## src/rtl/fft_pkg.sv

```systemverilog
// Shared types and constants for the FFT front end: loader FSM states and frame geometry.
package fft_pkg;

  localparam int FFT_N        = 16;
  localparam int SAMPLE_WIDTH = 12;
  localparam int FFT_LATENCY  = 3;

  typedef enum logic [2:0] {
    INIT,
    IDLE,
    RST_FFT,
    START,
    WAIT
  } loader_state_t;

endpackage

```

## src/rtl/sample_bank.sv

```systemverilog
// One half of the ping-pong frame buffer: N-entry sample store plus a full/free flag.
module sample_bank #(
  parameter int WIDTH = 12,
  parameter int N     = 16,
  localparam int IW   = $clog2(N)
) (
  input  logic             clk,
  input  logic             rst,
  input  logic             wr_en_i,
  input  logic [IW-1:0]    wr_idx_i,
  input  logic [WIDTH-1:0] wr_data_i,
  input  logic             set_full_i,
  input  logic             clr_full_i,
  output logic             full_o,
  output logic [WIDTH-1:0] data_o [N]
);

  logic [WIDTH-1:0] mem_q [N];
  logic             full_q;

  // Sample storage is not reset; only the full flag decides whether contents matter.
  always_ff @(posedge clk) begin
    if (wr_en_i) mem_q[wr_idx_i] <= wr_data_i;
  end

  always_ff @(posedge clk) begin
    if (rst)             full_q <= 1'b0;
    else if (set_full_i) full_q <= 1'b1;
    else if (clr_full_i) full_q <= 1'b0;
  end

  assign full_o = full_q;
  assign data_o = mem_q;

endmodule

```

## src/rtl/fft_frame_loader.sv

```systemverilog
// Assembles streamed samples into ping-pong frames and sequences the FFT rst/start/done handshake.
module fft_frame_loader
  import fft_pkg::*;
#(
  parameter int WIDTH   = SAMPLE_WIDTH,
  parameter int N       = FFT_N,
  parameter int TIMEOUT = 16
) (
  input  logic             clk,
  input  logic             rst,
  input  logic [WIDTH-1:0] sample_in,
  input  logic             sample_valid,
  output logic [WIDTH-1:0] time_samples [0:N-1],
  output logic             fft_rst,
  output logic             fft_start,
  input  logic             fft_done,
  output logic             spectrum_valid,
  output logic             overflow,
  output logic             timeout_err
);

  localparam int IW = $clog2(N);
  localparam int TW = (TIMEOUT > 1) ? $clog2(TIMEOUT) : 1;

  loader_state_t    state_q, state_d;
  logic [IW-1:0]    wr_idx_q, wr_idx_d;
  logic             wr_bank_q, wr_bank_d;
  logic             rd_bank_q, rd_bank_d;
  logic             older_q, older_d;
  logic [TW-1:0]    cnt_q, cnt_d;
  logic             sv_q, sv_d;
  logic             ovf_q, ovf_d;
  logic             tmo_q, tmo_d;
  logic [WIDTH-1:0] ts_q [0:N-1];

  logic [1:0]       full;
  logic [1:0]       bank_we, bank_set, bank_clr;
  logic [WIDTH-1:0] data0 [N];
  logic [WIDTH-1:0] data1 [N];
  logic             wr_en, complete, release_bank;
  logic             fft_rst_s, fft_start_s, load_ts;

  sample_bank #(.WIDTH(WIDTH), .N(N)) u_bank0 (
    .clk        (clk),
    .rst        (rst),
    .wr_en_i    (bank_we[0]),
    .wr_idx_i   (wr_idx_q),
    .wr_data_i  (sample_in),
    .set_full_i (bank_set[0]),
    .clr_full_i (bank_clr[0]),
    .full_o     (full[0]),
    .data_o     (data0)
  );

  sample_bank #(.WIDTH(WIDTH), .N(N)) u_bank1 (
    .clk        (clk),
    .rst        (rst),
    .wr_en_i    (bank_we[1]),
    .wr_idx_i   (wr_idx_q),
    .wr_data_i  (sample_in),
    .set_full_i (bank_set[1]),
    .clr_full_i (bank_clr[1]),
    .full_o     (full[1]),
    .data_o     (data1)
  );

  // Write side: a full bank refuses samples, and wr_idx is always 0 then, so frames realign.
  always_comb begin
    wr_en     = sample_valid && !full[wr_bank_q];
    complete  = wr_en && (wr_idx_q == IW'(N - 1));
    wr_idx_d  = wr_idx_q;
    wr_bank_d = wr_bank_q;
    if (wr_en) wr_idx_d = complete ? '0 : wr_idx_q + IW'(1);
    if (complete) wr_bank_d = ~wr_bank_q;
    ovf_d = ovf_q | (sample_valid & full[wr_bank_q]);
    older_d = older_q;
    if (complete && (!full[~wr_bank_q] || (release_bank && (rd_bank_q == ~wr_bank_q))))
      older_d = wr_bank_q;
    bank_we  = {wr_en    &  wr_bank_q, wr_en    & ~wr_bank_q};
    bank_set = {complete &  wr_bank_q, complete & ~wr_bank_q};
    bank_clr = {release_bank & rd_bank_q, release_bank & ~rd_bank_q};
  end

  always_comb begin
    state_d      = state_q;
    rd_bank_d    = rd_bank_q;
    cnt_d        = cnt_q;
    sv_d         = sv_q;
    tmo_d        = tmo_q;
    release_bank = 1'b0;
    fft_rst_s    = 1'b0;
    fft_start_s  = 1'b0;
    load_ts      = 1'b0;
    unique case (state_q)
      INIT: begin
        fft_rst_s = 1'b1;
        state_d   = IDLE;
      end
      IDLE: begin
        if (full[0] && full[1]) begin
          rd_bank_d = older_q;
          state_d   = RST_FFT;
        end else if (full[0] || full[1]) begin
          rd_bank_d = full[1];
          state_d   = RST_FFT;
        end
      end
      RST_FFT: begin
        fft_rst_s = 1'b1;
        load_ts   = 1'b1;
        state_d   = START;
      end
      START: begin
        fft_start_s = 1'b1;
        cnt_d       = '0;
        state_d     = WAIT;
      end
      WAIT: begin
        // done takes priority over a timeout landing on the same cycle
        if (fft_done) begin
          sv_d         = 1'b1;
          release_bank = 1'b1;
          state_d      = IDLE;
        end else if (cnt_q == TW'(TIMEOUT - 1)) begin
          tmo_d   = 1'b1;
          state_d = RST_FFT;
        end else begin
          cnt_d = cnt_q + TW'(1);
        end
      end
      default: state_d = INIT;
    endcase
    if (state_d == RST_FFT) sv_d = 1'b0;
  end

  always_ff @(posedge clk) begin
    if (rst) begin
      state_q   <= INIT;
      wr_idx_q  <= '0;
      wr_bank_q <= 1'b0;
      rd_bank_q <= 1'b0;
      older_q   <= 1'b0;
      cnt_q     <= '0;
      sv_q      <= 1'b0;
      ovf_q     <= 1'b0;
      tmo_q     <= 1'b0;
      for (int k = 0; k < N; k++) ts_q[k] <= '0;
    end else begin
      state_q   <= state_d;
      wr_idx_q  <= wr_idx_d;
      wr_bank_q <= wr_bank_d;
      rd_bank_q <= rd_bank_d;
      older_q   <= older_d;
      cnt_q     <= cnt_d;
      sv_q      <= sv_d;
      ovf_q     <= ovf_d;
      tmo_q     <= tmo_d;
      if (load_ts)
        for (int k = 0; k < N; k++) ts_q[k] <= rd_bank_q ? data1[k] : data0[k];
    end
  end

  assign time_samples   = ts_q;
  assign fft_rst        = rst | fft_rst_s;
  assign fft_start      = fft_start_s & ~rst;
  assign spectrum_valid = sv_q;
  assign overflow       = ovf_q;
  assign timeout_err    = tmo_q;

endmodule
```

## config.mk

```make
export PLATFORM = sky130hd
export DESIGN_NAME = fft_frame_loader
export DESIGN_NICKNAME = d
export VERILOG_FILES = /design/src/rtl/fft_pkg.sv /design/src/rtl/sample_bank.sv /design/src/rtl/fft_frame_loader.sv
export SDC_FILE = /design/constraint.sdc
export NUM_CORES = 1
export LEC_CHECK = 0
export BUFFER_PORTS_ARGS = -buffer_cell sky130_fd_sc_hd__buf_2
export CAP_MARGIN = 20
export CORE_MARGIN = 8
export CORE_UTILIZATION = 58
export CTS_CLUSTER_DIAMETER = 80
export DETAILED_ROUTE_END_ITERATION = 8
export GPL_TIMING_DRIVEN = 0
export PLACE_DENSITY = 0.82
export SLEW_MARGIN = 40
export SYNTH_ARGS = -nofsm -noshare
export SYNTH_HDL_FRONTEND = slang
export SYNTH_SLANG_ARGS = --single-unit
export TNS_END_PERCENT = 20
```

## constraint.sdc

```tcl
create_clock -name clk -period 3.5 [get_ports clk]
set_input_delay 0.7 -clock clk [delete_from_list [all_inputs] [get_ports clk]]
set_output_delay 0.7 -clock clk [all_outputs]
set_load 0.03 [all_outputs]
```

== After elaboration in Yosys (flattened, before gate mapping) ==
Index checks and enable logic that the tools add are counted.

* Flip-flop bits (word level): 595
* Output and inout port bits: 197
* Logic and storage cells: 155
* Bits of input ports: 16

* Reductions and logical operators: 21
* Muxes and demuxes: 44
* Equality and inequality tests: 10
* $add $sub $neg: 2
* Order comparisons: 4
* Bitwise logic cells: 15

{| class="wikitable"
|+ Operators with widths
! kind !! count
|-
| 192-bit bitwise mux || 2
|-
| 12-bit two-way mux || 17
|-
| 12-bit demux with 4-bit select || 1
|-
| 1-bit two-way mux || 15
|-
| 3-bit case mux with 5 select lines || 1
|-
| 3-bit two-way mux || 4
|-
| 4-bit two-way mux || 3
|-
| 3-bit by 2-bit == test with 1-bit output (second input constant) || 3
|-
| 4-bit by 1-bit adder with 4-bit output (second input constant) || 2
|-
| 1-bit bitwise AND || 8
|-
| 4-bit == test (second input constant) || 2
|-
| 4-bit case mux with 2 select lines || 1
|-
| 2-bit nonzero test || 4
|-
| 1-bit logical AND || 6
|-
| 3-bit AND reduction || 2
|-
| 5-bit >= comparator (second input constant) || 1
|-
| 5-bit by 1-bit < comparator with 1-bit output (second input constant) || 1
|-
| 4-bit inverter with 5-bit output || 1
|-
| 1-bit by 2-bit < comparator with 1-bit output (second input constant) || 2
|-
| 2-bit inequality test (second input constant) || 2
|-
| 1-bit inverter || 4
|-
| 2-bit AND reduction || 2
|-
| 2-bit OR reduction || 2
|-
| 3-bit by 1-bit == test with 1-bit output (second input constant) || 1
|-
| 6 further kinds || 9
|}

== Depth between registers and ports, before layout ==
* Word-level depth: 7
* Mapped depth: 6
* Mapped depth without buffers: 6

== Hierarchy ==
Synthesis repeated with hierarchy kept, for this count alone.

* Cells, all modules: 1402
* Area total of the unflattened synthesis: 21211.6 um2

{| class="wikitable"
|+ Modules (own cells, without submodules)
! module !! instances !! area an instance (um2) !! cells an instance !! seq. area each (um2)
|-
| sample_bank || 2 || 5977.0 || 223 || 5785.5
|-
| fft_frame_loader || 1 || 9257.6 || 956 || 4184.0
|}

== Worst setup path after synthesis ==
Ideal clock, no wire load.

* Kind: input -> register
* Start: input port sample_valid
* End: register u_bank0.mem_q (netlist bit u_bank0.data_o[48]) (enable)
* Required time: 3.088 ns
* Cell stages on the path: 3
* Slack: 0.781 ns
* Setup time: 0.412 ns
* Path buffers: 1
* Data arrival time: 2.307 ns
* Cell sequence: clkbuf_1 -> nand3b_1 -> nor4_1

* Longest elaborated chain between the ends: 2

{| class="wikitable"
|+ RTL lines
! element !! line !! RTL
|-
| from (decl) || fft_frame_loader.sv:12 || <nowiki>input logic sample_valid,</nowiki>
|-
| 1-bit logical AND || fft_frame_loader.sv:69 || <nowiki>wr_en = sample_valid && !full[wr_bank_q];</nowiki>
|-
| 1-bit bitwise AND || fft_frame_loader.sv:79 || <nowiki>bank_we = {wr_en & wr_bank_q, wr_en & ~wr_bank_q};</nowiki>
|-
| to (signal, indexed assignment) || sample_bank.sv:23 || <nowiki>if (wr_en_i) mem_q[wr_idx_i] <= wr_data_i;</nowiki>
|-
| to (decl) || sample_bank.sv:18 || <nowiki>logic [WIDTH-1:0] mem_q [N];</nowiki>
|}

No other way between the ends.
A chain may end at the register's enable or synchronous reset.

== Final worst setup path ==
* Start: input port rst
* End: output port fft_start

* Longest elaborated chain between the ends: 2

{| class="wikitable"
|+ RTL lines
! element !! line !! RTL
|-
| from (decl) || fft_frame_loader.sv:10 || <nowiki>input logic rst,</nowiki>
|-
| 1-bit inverter || fft_frame_loader.sv:165 || <nowiki>assign fft_start = fft_start_s & ~rst;</nowiki>
|-
| 1-bit bitwise AND || fft_frame_loader.sv:165 ||
|-
| to (decl) || fft_frame_loader.sv:15 || <nowiki>output logic fft_start,</nowiki>
|}

No other way between the ends.

==> results.md <==
* Via count at approximately 12000
* Synth Instances at ~1400
* Pre-CTS WS at around 180 ps
* Initial Utilization at 58.3%
* Drt pass-1 iters at 5
* Peak VDD IR at around 0.56 mV
* Tcrit/Tclk final at between 90% and 100%
* CTS max path bufs at 3
* Dpl hpwl at approximately 30000 um
* Final setup violation count at 0
* Remaining DRCs at 0
* Mapped Avg Cell Area at 15.1 um^2
* Critical Path Start Type: primary input
* R2R setup slack at 1100 ps
* Total setup buffers inserted after CTS at 0
* First-pass GRT wire length at 70700 um
* Post-Layout Cell Count at ~2200
* Area leader, netlist: edfxtp_1
* Vias in the first global route at 12455
* DIE AREA at 42700 um^2
* Slowest-stage cell, CP: clkbuf_1
* CP endpoint kind: primary output
* CTS buffer count at 55
* Register area share after synthesis at 74.7%
* Pwr/cell area at between 500 and 600 nW/um^2
* Critical path class: primary input to primary output
* Cell Int Power at 0.0108 W
* Initial antenna violation count at 1
* Area grow syn2layout at 16.6%
* Clock Power Share at 43.3%
* Worst hold margin at 466 ps
* Final #Nets at 1694
* Layout cells sized above 1 at 21.7%
* Crit Path Max Fanout at 10
* Cell family with most CP delay: buffers and inverters
* Aggregate global routing overflow at 0
* Synth area leaders: edfxtp_1, dfxtp_1, mux2i_1, a211oi_1, nor2_1
* Clk slew on worst S/H paths at 60 ps
* Worst-case clock skew at 18.6 ps
* Largest net degree at the start of global routing at 33
* Max_slew headroom at 41.3%
* Cell Chain, Critical Path: clkbuf_1 -> clkbuf_1 -> clkbuf_1 -> nor3_1 -> buf_2
* Switching power total at 0.00275 W
* IO Port Bufs at 210
* TritonCTS clock tree: built
* Vias per cell at about 5.7
* Synth cell types at 45
* Final Max Tran Viols at 0
* Util after Layout at about two thirds
* Net Sw Frac at 20.3%
* Placed cells at roughly 2100
* WL final at about 47000 um
* Die Ht at 207 um
* Tot GR Track Use at 21.9%
* Clock root buffer: clkbuf_16
* Std cell rows at 70
* Die W at a little over 200 um
* FMAX at roughly 0.3 GHz
* Top cell by count, worst path: clkbuf_1
* Fin worst setup slack at 171 ps
* HP Class: flop to flop
* Post-DRT Antenna Nets at 0
* CP arrival at about 2600 ps
* Post-CTS Hold Fix Bufs at 0
* Clock Latency Late Sink at 590 ps
* Leakage at 8.40 nW
* Area share of the largest cell type after synthesis at 54.7%
* Slowest stage delay, CP at 700 ps
* Net Count, Synth at 1419
* Wirelength per Cell at 21.6 um
* Clk sinks at 595
* Critical path data required time at approximately 2800 ps
* Least-Margin Pin Slew at around 900 ps
* RSZ-0062 raised after global routing: no
* Post-CTS resize count at 0
* Buf/Inv on CP at 4
* Synthesis Warnings at 0
* Post-Syn Area at 21100 um^2
* Number of fill cells in the layout at 2424
* Min Tclk post-route at 3330 ps
* Num ports at 213
* Routability cong. at 0.777
* Core ar. at about 36000 um^2
* Sequential Power Share at 55.2%
* Status: complete, no violations
* Flops & latches, synth at 595
* CTS H-tree lvls at 2
* Final Hold Fails at 0
* 1st-iter DRT viols at 815
* Max_cap viols at 0
* Combinational Power Share at around 1.5%
==> worst register-to-register path, delay by kind of cell (launching register included) <==
family	cells	cell delay, ps
buf+inv	1	400
flops	1	360
simple gates	3	1260
==> synthesized netlist by cell type <==
library cell	count
a2111oi_2	1
a211oi_1	193
a21boi_0	1
a21oi_1	8
a22oi_1	1
a311oi_1	1
a31oi_1	3
a32oi_1	1
and2_1	26
and2b_1	1
and3_1	3
and3b_1	1
buf_1	5
buf_2	57
buf_4	1
clkbuf_1	31
dfxtp_1	211
edfxtp_1	384
ha_1	5
inv_1	7
inv_2	1
mux2_2	1
mux2i_1	193
mux2i_2	1
nand2_1	12
nand2b_1	6
nand3_1	5
nand3b_1	1
nor2_1	210
nor3_1	6
nor3_4	1
nor3b_1	1
nor3b_2	1
nor4_1	5
nor4bb_1	1
o211ai_1	1
o21ai_0	2
o21bai_1	1
o22ai_1	1
o31ai_1	1
o41ai_1	1
or3_1	2
or4b_2	1
xnor2_1	1
xor2_1	1
==> path summary, 6_finish.rpt <==
kind | start | endpoint | depth (start not counted)
worst min-delay path | timeout_err | timeout_err | 2
worst max-delay path | rst | fft_start | 5
worst min register to register | timeout_err | timeout_err | 2
worst max register to register | wr_bank_q | u_bank1.data_o[134] | 4
==> routing by layer <==
metal / vias up / routed length (um) / GRT usage [%]
li1: 5796 / - / -
met1: 6133 / 19200 / 28.0
met2: 447 / 23200 / 36.7
met3: 91 / 3130 / 3.67
met4: 0 / 1730 / 9.30
met5: - / 0 / 0
==> metrics by stage <==
stage	total power, W	area, um^2	setup TNS, ps
after floorplan	0.00771	21100	0
after global placement	0.00784	22700	-185
after detailed placement	0.00785	22800	0
after CTS	0.0136	24600	0
after global routing	0.0139	24600	0
final	0.0136	24600	0
==> cells in the final DEF, fill, tap and decap left out, drive strengths merged, types with 2 or more instances in the layout <==
| master | n |
|---|---|
| and2 | 26 |
| nor2 | 210 |
| inv | 15 |
| nor3b | 2 |
| clkbuf | 97 |
| bufinv | 4 |
| edfxtp | 384 |
| clkinvlp | 2 |
| mux2i | 194 |
| a21oi | 8 |
| nor4 | 5 |
| nand2b | 6 |
| and3 | 3 |
| dfxtp | 211 |
| o21ai | 2 |
| nand2 | 12 |
| a31oi | 3 |
| nor3 | 7 |
| or3 | 2 |
| a211oi | 193 |
| clkinv | 25 |
| ha | 5 |
| buf | 281 |
| nand3 | 5 |
==> power by group through the flow <==
stage | registers (W) | logic [W] | clock network [W]
detailed placement | 0.00764 | 0.000206 | 0
global route | 0.00749 | 0.000220 | 0.00622
CTS | 0.00749 | 0.000207 | 0.00594
global placement | 0.00764 | 0.000195 | 0
floorplan | 0.00764 | 0.0000713 | 0
finish | 0.00749 | 0.000206 | 0.00588
==> final cells by class <==
type	instances	area, um^2	share of cell area [%]
antenna	1	2.50	0.0102
buffer	94	429	1.75
clock buffer	66	1470	5.98
clock inverter	38	314	1.28
inverter	8	30.0	0.122
multi-input combinational	701	4890	19.9
sequential	595	15800	64.1
tap	468	586	2.38
timing repair buffer	218	1100	4.46
==> cells by family (layout without fill, tap and decap cells) <==
family	after synthesis	count (layout)	synth area share (%)
adder cells (fa/ha/maj)	5	5	0.297
buffers and inverters	102	424	2.17
multiplexers	195	195	9.28
AO/OA/AOI/OAI	216	216	7.60
other	0	1	0
AND/OR/NAND/NOR	283	283	5.84
flip-flops	595	595	74.7
XOR/XNOR	2	2	0.0831
==> state kept, by name, indices dropped and copies added, names as in the netlist <==
| name | count |
|---|---|
| u_bank1.data_o | 192 |
| spectrum_valid | 1 |
| time_samples | 192 |
| overflow | 1 |
| u_bank0.data_o | 192 |
| u_bank1.full_o | 1 |
| older_q | 1 |
| timeout_err | 1 |
| state_q | 3 |
| wr_bank_q | 1 |
| rd_bank_q | 1 |
| cnt_q | 4 |
| wr_idx_q | 4 |
| u_bank0.full_o | 1 |
No activity file was read; power rests on OpenSTA's default activity.
